File: src/rtl/rx_cmd_buffer.sv
// rx_cmd_buffer: circular FIFO between the UART receiver and the command decoder, with overflow flag and flush byte
module rx_cmd_buffer #(
    parameter int DEPTH = 16,
    parameter int ADDR_W = 4,
    parameter logic [7:0] FLUSH_BYTE = 8'hFF
) (
    input  logic              clk,
    input  logic              reset_n,
    input  logic              rx_ready,
    input  logic [7:0]        rx_data,
    input  logic              cmd_take,
    input  logic              ovf_clear,
    output logic              cmd_valid,
    output logic [7:0]        cmd_data,
    output logic [ADDR_W:0]   count,
    output logic              full,
    output logic              overflow,
    output logic              flushed
);
    typedef enum logic [1:0] {EMPTY, PART, FULL} state_t;
    localparam logic [ADDR_W:0] FULL_CNT = (ADDR_W+1)'(DEPTH);
    state_t state, state_n;
    logic [7:0] mem [DEPTH];
    logic [ADDR_W-1:0] wr_ptr, rd_ptr, rd_next;
    logic [ADDR_W:0] remain, count_n;
    logic flush, take, wr, drop;
    assign cmd_valid = state != EMPTY;
    assign full = state == FULL;
    // Decode this cycle's flush, take, write and drop, and the resulting occupancy
    always_comb begin
        flush = rx_ready && rx_data == FLUSH_BYTE;
        take = cmd_take && cmd_valid && !flush;
        wr = rx_ready && !flush && (!full || take);
        drop = rx_ready && !flush && full && !take;
        rd_next = rd_ptr + ADDR_W'(take);
        remain = count - (ADDR_W+1)'(take);
        count_n = remain + (ADDR_W+1)'(wr);
        state_n = count_n == '0 ? EMPTY : count_n == FULL_CNT ? FULL : PART;
    end
    // Storage array; a write into the slot freed by a same-cycle take is legal
    always_ff @(posedge clk) begin
        if (wr) mem[wr_ptr] <= rx_data;
    end
    // Pointers, occupancy state, show-ahead head register and status flags
    always_ff @(posedge clk) begin
        if (!reset_n) begin
            wr_ptr <= '0;
            rd_ptr <= '0;
            count <= '0;
            state <= EMPTY;
            cmd_data <= 8'h00;
            overflow <= 1'b0;
            flushed <= 1'b0;
        end else begin
            overflow <= drop || (overflow && !ovf_clear);
            flushed <= flush;
            if (flush) begin
                wr_ptr <= '0;
                rd_ptr <= '0;
                count <= '0;
                state <= EMPTY;
            end else begin
                wr_ptr <= wr_ptr + ADDR_W'(wr);
                rd_ptr <= rd_next;
                count <= count_n;
                state <= state_n;
                if (count_n != '0) cmd_data <= remain == '0 ? rx_data : mem[rd_next];
            end
        end
    end
endmodule

File: config.mk
export PLATFORM = sky130hd
export DESIGN_NAME = rx_cmd_buffer
export DESIGN_NICKNAME = d
export VERILOG_FILES = /design/src/rtl/rx_cmd_buffer.sv
export SDC_FILE = /design/constraint.sdc
export NUM_CORES = 1
export LEC_CHECK = 0
export ABC_AREA = 1
export ABC_CLOCK_PERIOD_IN_PS = 4500
export BUFFER_PORTS_ARGS = -buffer_cell sky130_fd_sc_hd__buf_4
export CORE_MARGIN = 5
export CORE_UTILIZATION = 45
export DETAILED_ROUTE_END_ITERATION = 6
export HOLD_SLACK_MARGIN = 0.03
export REMOVE_ABC_BUFFERS = 1
export SLEW_MARGIN = 20
export SYNTH_ARGS = -nofsm -noshare
export SYNTH_HDL_FRONTEND = slang
export SYNTH_SLANG_ARGS = --single-unit
File: constraint.sdc
create_clock -name clk -period 4.5 [get_ports clk]
set_input_delay 0.675 -clock clk [delete_from_list [all_inputs] [get_ports clk]]
set_output_delay 0.675 -clock clk [all_outputs]
set_load 0.005 [all_outputs]
==> results of run 1 <==
logic make-up (layout without fill, tap and decap cells):
kind of cell / count (synthesis) / in the layout / share of synthesized area
AND/OR/NAND/NOR: 403 / 403 / 0.259
adder cells (fa/ha/maj): 8 / 8 / 0.0143
XOR/XNOR: 6 / 6 / 0.0134
buffers and inverters: 148 / 190 / 0.0859
flip-flops: 153 / 153 / 0.620
AO/OA/AOI/OAI: 10 / 10 / 0.00714
sequential cells by signal, summed over array words and instances (netlist names):
register  cells
mem         128
count         5
cmd_data      8
rd_ptr        4
state         2
overflow      1
flushed       1
wr_ptr        4
power by group:
group	internal (W)	switching [W]
registers	0.00162	0.0000477
logic	0.000506	0.00105
clock network	0.000924	0.000551
total	0.00305	0.00165
synth_stat cells:
library cell	instances
a21oi_1	10
buf_2	16
buf_4	3
buf_6	2
clkbuf_1	3
clkinv_1	1
dfxtp_1	25
edfxtp_1	128
ha_1	8
inv_1	118
inv_2	5
nand2_1	238
nand2_2	9
nand2_4	1
nand3_1	93
nand3_2	17
nand3b_1	1
nand4_1	1
nor2_1	34
nor2_2	5
nor2_8	1
nor3_1	1
nor3_4	1
or2_2	1
xnor2_1	1
xnor2_2	1
xnor2_4	1
xor2_1	1
xor2_2	2
worst min-delay path: cells and delay by family (launching register included):
kind               cells  cell delay, ps
DFF                    1             310
and+or+nand+nor        1              60
AOI/OAI and AO/OA      1              50
layout make-up:
type                    count  area share
inverters                 124      0.0581
well taps                 211      0.0329
flip-flops and latches    153       0.542
clock buffers              20      0.0545
multi-input cells         427       0.257
repair buffers             34      0.0334
clock inverters            12      0.0219
how the worst max path moves through the flow:
| stage | from | end | slack, ps | cells after the start |
|---|---|---|---|---|
| global placement | rx_data[1] | cmd_data[0] | 950 | 17 |
| CTS | rx_data[1] | cmd_data[3] | 1290 | 17 |
| finish | rx_data[1] | cmd_data[3] | 1290 | 17 |
| global route | rx_data[1] | cmd_data[3] | 1070 | 17 |
| detailed placement | rx_data[1] | cmd_data[1] | 830 | 17 |
| floorplan | rx_data[5] | cmd_data[6] | 680 | 16 |
stage by stage:
step	hold slack [ps]	area, µm²	setup WS [ps]	util	power (W)
final	466	8020	1290	0.525	0.00469
after global routing	486	8020	1070	0.525	0.00499
after CTS	468	8020	1290	0.525	0.00472
after detailed placement	458	7400	831	0.485	0.00325
after global placement	460	7400	945	0.485	0.00324
after floorplan	460	6870	678	-	0.00276
layer usage:
layer  global-route usage  up-vias  share of wire
li1                     -     2379              -
met1                0.235     2264           0.46
met2                0.306      124           0.48
met3               0.0365       21          0.040
met4               0.0707        0          0.022
met5                    0        -              0
==> out/qor.txt, run 1 <==
critical path data arrival time -> 3510 ps
CTS tree -> yes
layout cells sized above 1 -> 0.139
vias post-DR -> 4788
FF-to-FF path depth -> 14
RSZ-0062 raised after global routing -> false
slowest CP cell -> xor2_2
endpoint class of the critical path -> flip-flop
Static Leak -> 3.47 nW
register area -> 4340 µm²
Startpoint Class -> input port
Seq/Total Area, Yosys -> 0.620
Core ar. -> 15300 µm²
Reg2Reg Setup Slack -> 1680 ps
Chip Width -> 135 µm
# rows -> 45
most frequent cells in the layout -> nand2_1, edfxtp_1, inv_1
fin. max-slew vios -> 0
WL per Instance -> 16.0 µm
crit-path most repeated cell -> nand2_1
Die H -> 135 µm
yosys warns -> 0
most common cell after layout, fill and taps aside -> nand2_1
DRC viols -> 0
initial antenna violation count -> 0
Final GP Congestion -> 0.855
Worst R2R Start -> state[1]
fin crit share -> 0.713
Crit path max-delay family -> simple AND/OR/NAND/NOR gates
largest net degree at the start of global routing -> 65
CTS max path bufs -> 2
Placed Instances -> 949
I/O Buffers -> 29
synthesized area -> 7010 µm²
Clock Latency Late Sink -> 420 ps
Post-CTS Resized -> 0
Synth area leaders -> edfxtp_1, nand2_1, dfxtp_1, nand3_1, inv_1
Worst Max-Slew Pin Slew -> 1010 ps
Initial DRC Count -> 388
htree depth -> 4
P&R area growth vs syn -> 14.4%
overall routing resource usage -> 0.183
Post-CTS Setup Inserts -> 0
# IOs -> 30
status -> completed
Mapped Cells -> 728
Setup-failing EPs final -> 0
# Max-Cap Violations -> 0
Num CTS Buffers -> 17
initial core utilization -> 0.459
hold endpoint -> overflow
share of Yosys cell area claimed by the top area cell type -> 0.549
via density per instance -> 4.88
Unique masters post-synth -> 29
Req. time, crit path -> 4810 ps
Worst Min Path Start -> overflow
drt first pass iters -> 5
Worst Path Buf+Inv -> 3
power per cell area -> 585 nW/µm²
clk sinks -> 153
clock slew seen by the registers of the worst setup and hold paths -> 60 ps
setup_tns -> 0 ps
largest vdd supply drop -> 0.000377 V
Mean Syn Cell Area -> 9.62 µm²
# hold bufs at CTS -> 0
relative slew slack -> 0.323
hold depth -> 2
leading area contributor after synthesis -> edfxtp_1
Yosys reg bits -> 153
GR Overflow Total -> 0
global-route wire length before repair -> 25200 µm
Root Driver -> clkbuf_16
number of global-route vias before repair -> 4827
final std cells w/o fill -> 981
nets -> 778
Antenna diodes -> 0
RR Endpoint -> cmd_data[3]
Die ar. -> 18200 µm²
worst min path class -> reg -> reg
final period demand of the worst path -> 3210 ps
Post-Route WL -> 15700 µm
Final ANT Viol Nets -> 0
critical path class -> in -> reg
max incr delay on CP -> 700 ps
crit-path cells -> buf_4 > nand2_1 > nor2_1 > nand3_1 > nand3_1 > inv_1 > ha_2 > ha_1 > xor2_2 > buf_4 > nand3_1 > nand3_1 > nand2_1 > nand2_1 > nand2_1 > nand2_1 > a21oi_1
Crit Path Max Fanout -> 18
area occupied by multi-input gates -> 2060 µm²
Fin. Hold Viols -> 0
Post-DP HPWL -> 9990 µm
Max Fclk -> 312 MHz
Layout fillers -> 1345
Worst Clk Skew -> 6.13 ps
Note: power is estimated with default switching activity, not from simulation.
==> inputs of run 2 (changes only) <==
- ABC_CLOCK_PERIOD_IN_PS: 4500 -> 2650
- clock period: 4.5 -> 2.65 ns (I/O delays scaled with it)
==> out/qor.txt, run 2 (synthesis gave the netlist of run 1 again) <==
nets -> 807
max FFs per register -> 128
FF-to-FF path depth -> 15
CTS max path bufs -> 2
initial core utilization -> 0.459
endpoint class of the critical path -> flip-flop
Internal -> 0.00523 W
Final ANT Viol Nets -> 0
Root Driver -> clkbuf_16
hold depth -> 4
Antenna diodes -> 0
clk sinks -> 153
critical path data arrival time -> 2840 ps
setup_tns -> 0 ps
Core ar. -> 15300 µm²
vias post-DR -> 4853
Reg2Reg Setup Slack -> 120 ps
I/O Buffers -> 29
Post-CTS Setup Inserts -> 0
Static Leak -> 3.65 nW
# hold bufs at CTS -> 0
drt first pass iters -> 5
Worst setup startpoint -> state[1]
largest vdd supply drop -> 0.000486 V
Setup-failing EPs final -> 0
Worst R2R Start -> state[1]
GR Overflow Total -> 0
Switching Fraction -> 0.363
Num CTS Buffers -> 17
Worst Max-Slew Pin Slew -> 835 ps
Placed Instances -> 978
Req. time, crit path -> 2960 ps
fin crit share -> 0.954
Crit Path Max Fanout -> 8
Die H -> 135 µm
DRC viols -> 0
clock slew seen by the registers of the worst setup and hold paths -> 70 ps
overall routing resource usage -> 0.183
# rows -> 45
RR Endpoint -> cmd_data[0]
largest net degree at the start of global routing -> 34
relative slew slack -> 0.441
post-layout util -> 0.543
status -> completed
most frequent cells in the layout -> nand2_1, edfxtp_1, inv_1
initial antenna violation count -> 0
Max Fclk -> 396 MHz
number of global-route vias before repair -> 4730
share of power burned in combinational logic -> 0.373
RSZ-0062 raised after global routing -> false
Worst Min Path Start -> ovf_clear
Initial DRC Count -> 318
sequential fraction of design power -> 0.343
htree depth -> 4
via density per instance -> 4.80
clock power share -> 0.284
Final GP Congestion -> 0.894
Post-Route WL -> 15900 µm
layout cells sized above 1 -> 0.175
fin. max-slew vios -> 0
Fin. Hold Viols -> 0
Post-DP HPWL -> 11100 µm
critical path endpoint -> cmd_data[0]
Top Registers -> mem (128), cmd_data (8), count (5)
Worst Clk Skew -> 9.52 ps
Layout fillers -> 1345
WL per Instance -> 15.7 µm
P&R area growth vs syn -> 18.3%
Startpoint Class -> flip-flop
# Max-Cap Violations -> 0
final std cells w/o fill -> 1010
Largest Register -> mem
Die ar. -> 18200 µm²
# IOs -> 30
final period demand of the worst path -> 2530 ps
most common cell after layout, fill and taps aside -> nand2_1
worst min path class -> in -> reg
Clock Latency Late Sink -> 420 ps
critical path class -> reg -> reg
P_sw -> 0.00297 W
global-route wire length before repair -> 25100 µm
CTS tree -> yes
Chip Width -> 135 µm
power per cell area -> 990 nW/µm²
-- run 2: worst min-delay path by stage --
stage                           to  slack, ps
after floorplan           overflow        460
after global placement    overflow        460
after detailed placement  overflow        460
after CTS                 overflow        210
after global routing      overflow        240
final                     overflow        220
-- run 2: what timing repair did --
action,in CTS,in global routing
resized for setup,0,1
hold endpoints to repair,0,0
setup endpoints to repair,0,3
-- run 2: critical path, stage by stage, from the launching register on --
cell	delay, ps
dfxtp_1	310
or2_2	310
nand3_1	110
inv_1	70
ha_1	200
ha_1	320
inv_2	40
ha_1	290
inv_1	80
nand2_1	60
nor2_2	110
nand2_2	80
nor2_2	230
nor2_8	60
nand2_1	80
a21oi_1	70
-- run 2: area by class of cell --
type / instances / area (µm²) / area share
inverter: 124 / 465 / 0.0562
clock inverter: 13 / 97.6 / 0.0118
multi-input combinational: 427 / 2070 / 0.250
tap: 211 / 264 / 0.0319
timing repair buffer: 63 / 573 / 0.0691
sequential: 153 / 4340 / 0.524
clock buffer: 19 / 475 / 0.0574
-- run 2: power groups by stage --
stage          clock [W]  combinational (W)  sequential, W
6_report         0.00233            0.00306        0.00282
5_1_grt          0.00247            0.00340        0.00283
4_1_cts          0.00236            0.00308        0.00282
3_5_place_dp           0            0.00306        0.00287
3_3_place_gp           0            0.00299        0.00286
2_1_floorplan          0            0.00182        0.00286
-- run 2: metal layers --
| metal | share of wire | GRT usage | vias to the layer above |
|---|---|---|---|
| li1 | - | - | 2444 |
| met1 | 0.46 | 0.242 | 2308 |
| met2 | 0.49 | 0.299 | 76 |
| met3 | 0.031 | 0.0373 | 25 |
| met4 | 0.022 | 0.0718 | 0 |
| met5 | 0 | 0 | - |
-- run 2: metrics by stage --
stage | worst slack [ps] | hold slack [ps] | cell area, µm² | total power (W)
2_1_floorplan | -894 | 460 | 6870 | 0.00468
3_3_place_gp | -92.8 | 456 | 7710 | 0.00586
3_5_place_dp | -195 | 460 | 7710 | 0.00593
4_1_cts | 106 | 207 | 8280 | 0.00826
5_1_grt | 4.47 | 236 | 8290 | 0.00870
6_report | 123 | 222 | 8290 | 0.00820
==> inputs of run 3 (changes only) <==
- ABC_CLOCK_PERIOD_IN_PS: 2650 -> 2100
- clock period: 2.65 -> 2.1 ns (I/O delays scaled with it)
==> out/qor.txt, run 3 (synthesis gave the netlist of run 1 again) <==
Die H -> 135 µm
Die ar. -> 18200 µm²
GR Overflow Total -> 0
global-route wire length before repair -> 26400 µm
Clock Latency Late Sink -> 420 ps
Worst Clk Skew -> 8.10 ps
fin. max-slew vios -> 0
Post-DP HPWL -> 11200 µm
WL per Instance -> 16.2 µm
Final GP Congestion -> 0.862
failing checks -> negative setup slack
CTS tree -> yes
Root Driver -> clkbuf_16
critical path class -> reg -> reg
Core ar. -> 15300 µm²
nets -> 829
most frequent cells in the layout -> nand2_1, edfxtp_1, inv_1
most common cell after layout, fill and taps aside -> nand2_1
Power Total -> 0.0107 W
Static Leak -> 3.76 nW
Worst Max-Slew Pin Slew -> 413 ps
RSZ-0062 raised after global routing -> true
Req. time, crit path -> 2440 ps
htree depth -> 4
final std cells w/o fill -> 1032
Largest Register -> mem
Num CTS Buffers -> 17
Post-Route WL -> 16800 µm
Fin. Hold Viols -> 0
P&R area growth vs syn -> 25.6%
overall routing resource usage -> 0.191
Chip Width -> 135 µm
initial core utilization -> 0.459
Final ANT Viol Nets -> 0
layout cells sized above 1 -> 0.247
Placed Instances -> 987
Setup-failing EPs final -> 8
Max Fclk -> 443 MHz
Antenna diodes -> 0
vias post-DR -> 5055
clock slew seen by the registers of the worst setup and hold paths -> 60 ps
I/O Buffers -> 29
Top Registers -> mem (128), cmd_data (8), count (5)
via density per instance -> 4.90
clk sinks -> 153
status -> complete, but fails checks
worst min path class -> in -> reg
initial antenna violation count -> 0
CTS max path bufs -> 2
# hold bufs at CTS -> 0
fin crit share -> 1.08
# rows -> 45
largest net degree at the start of global routing -> 33
power per cell area -> 1220 nW/µm²
# Max-Cap Violations -> 0
relative slew slack -> 0.724
final worst setup slack -> -159 ps
critical path data arrival time -> 2600 ps
endpoint class of the critical path -> flip-flop
Crit Path Max Fanout -> 8
Initial DRC Count -> 381
# IOs -> 30
max FFs per register -> 128
number of global-route vias before repair -> 4961
drt first pass iters -> 5
Startpoint Class -> flip-flop
DRC viols -> 0
final period demand of the worst path -> 2260 ps
largest vdd supply drop -> 0.000680 V
-- run 3: changes by cell type in the layout (fill, tap and decap cells not counted), sizes merged --
cell,previous run,this run
buf,63,83
inv,134,124
clkinv,3,8
clkbuf,19,22
clkinvlp,0,3
bufbuf,0,1
-- run 3: layout make-up --
type                    instances  area, µm²
inverters                     124        473
multi-input cells             427       2340
clock buffers                  21        440
clock inverters                11       75.1
flip-flops and latches        153       4350
well taps                     211        264
repair buffers                 85        860
fillers                      1333       6450
-- run 3: what timing repair did --
action,CTS,global route
buffers inserted,3,8
gates cloned,1,1
resized for setup,37,37
pin swaps,15,22
endpoints found under the setup margin,131,131
endpoints found under the hold margin,0,0
-- run 3: where the power goes --
group | leakage (nW) | internal, W | total [W] | switching, W
clock | 0.242 | 0.00150 | 0.00267 | 0.00116
combinational | 2.16 | 0.00181 | 0.00446 | 0.00265
sequential | 1.36 | 0.00346 | 0.00357 | 0.000110
-- run 3: worst paths after layout --
path,startpoint,endpoint,slack (ps),cells past startpoint
setup / recovery,state[1],cmd_data[5],-160,16
setup reg to reg,state[1],cmd_data[5],-160,16
hold reg to reg,cmd_data[7],cmd_data[7],460,2
hold / removal,ovf_clear,overflow,140,4
-- run 3: per-layer routing --
layer / track usage / routed length, µm / vias to the layer above
li1: - / - / 2483
met1: 0.249 / 7400 / 2444
met2: 0.322 / 8420 / 109
met3: 0.0410 / 694 / 19
met4: 0.0588 / 250 / 0
met5: 0 / 0 / -
-- run 3: through the flow --
step           hold WS (ps)  setup WS, ps  instance area, µm²  setup TNS, ps  utilization
3_3_place_gp            456          -561                7780         -64660        0.510
4_1_cts                 126          -154                8480          -7280        0.556
3_5_place_dp            456          -655                7780         -69000        0.510
5_1_grt                 162          -287                8800          -2110        0.577
2_1_floorplan           414         -1360                6870         -12140            -
6_report                142          -159                8800          -1060        0.577
-- run 3: worst max-delay path: stages (launching register included) --
cell	delay (ps)
dfxtp_2	320
or2_4	250
nand3_2	90
inv_2	60
ha_4	270
inv_2	40
ha_4	160
ha_4	240
inv_4	50
nand2_2	40
nor2_2	100
nand2_2	90
inv_2	70
nand2_2	60
nand2_4	130
nand2_2	80
a21oi_2	140
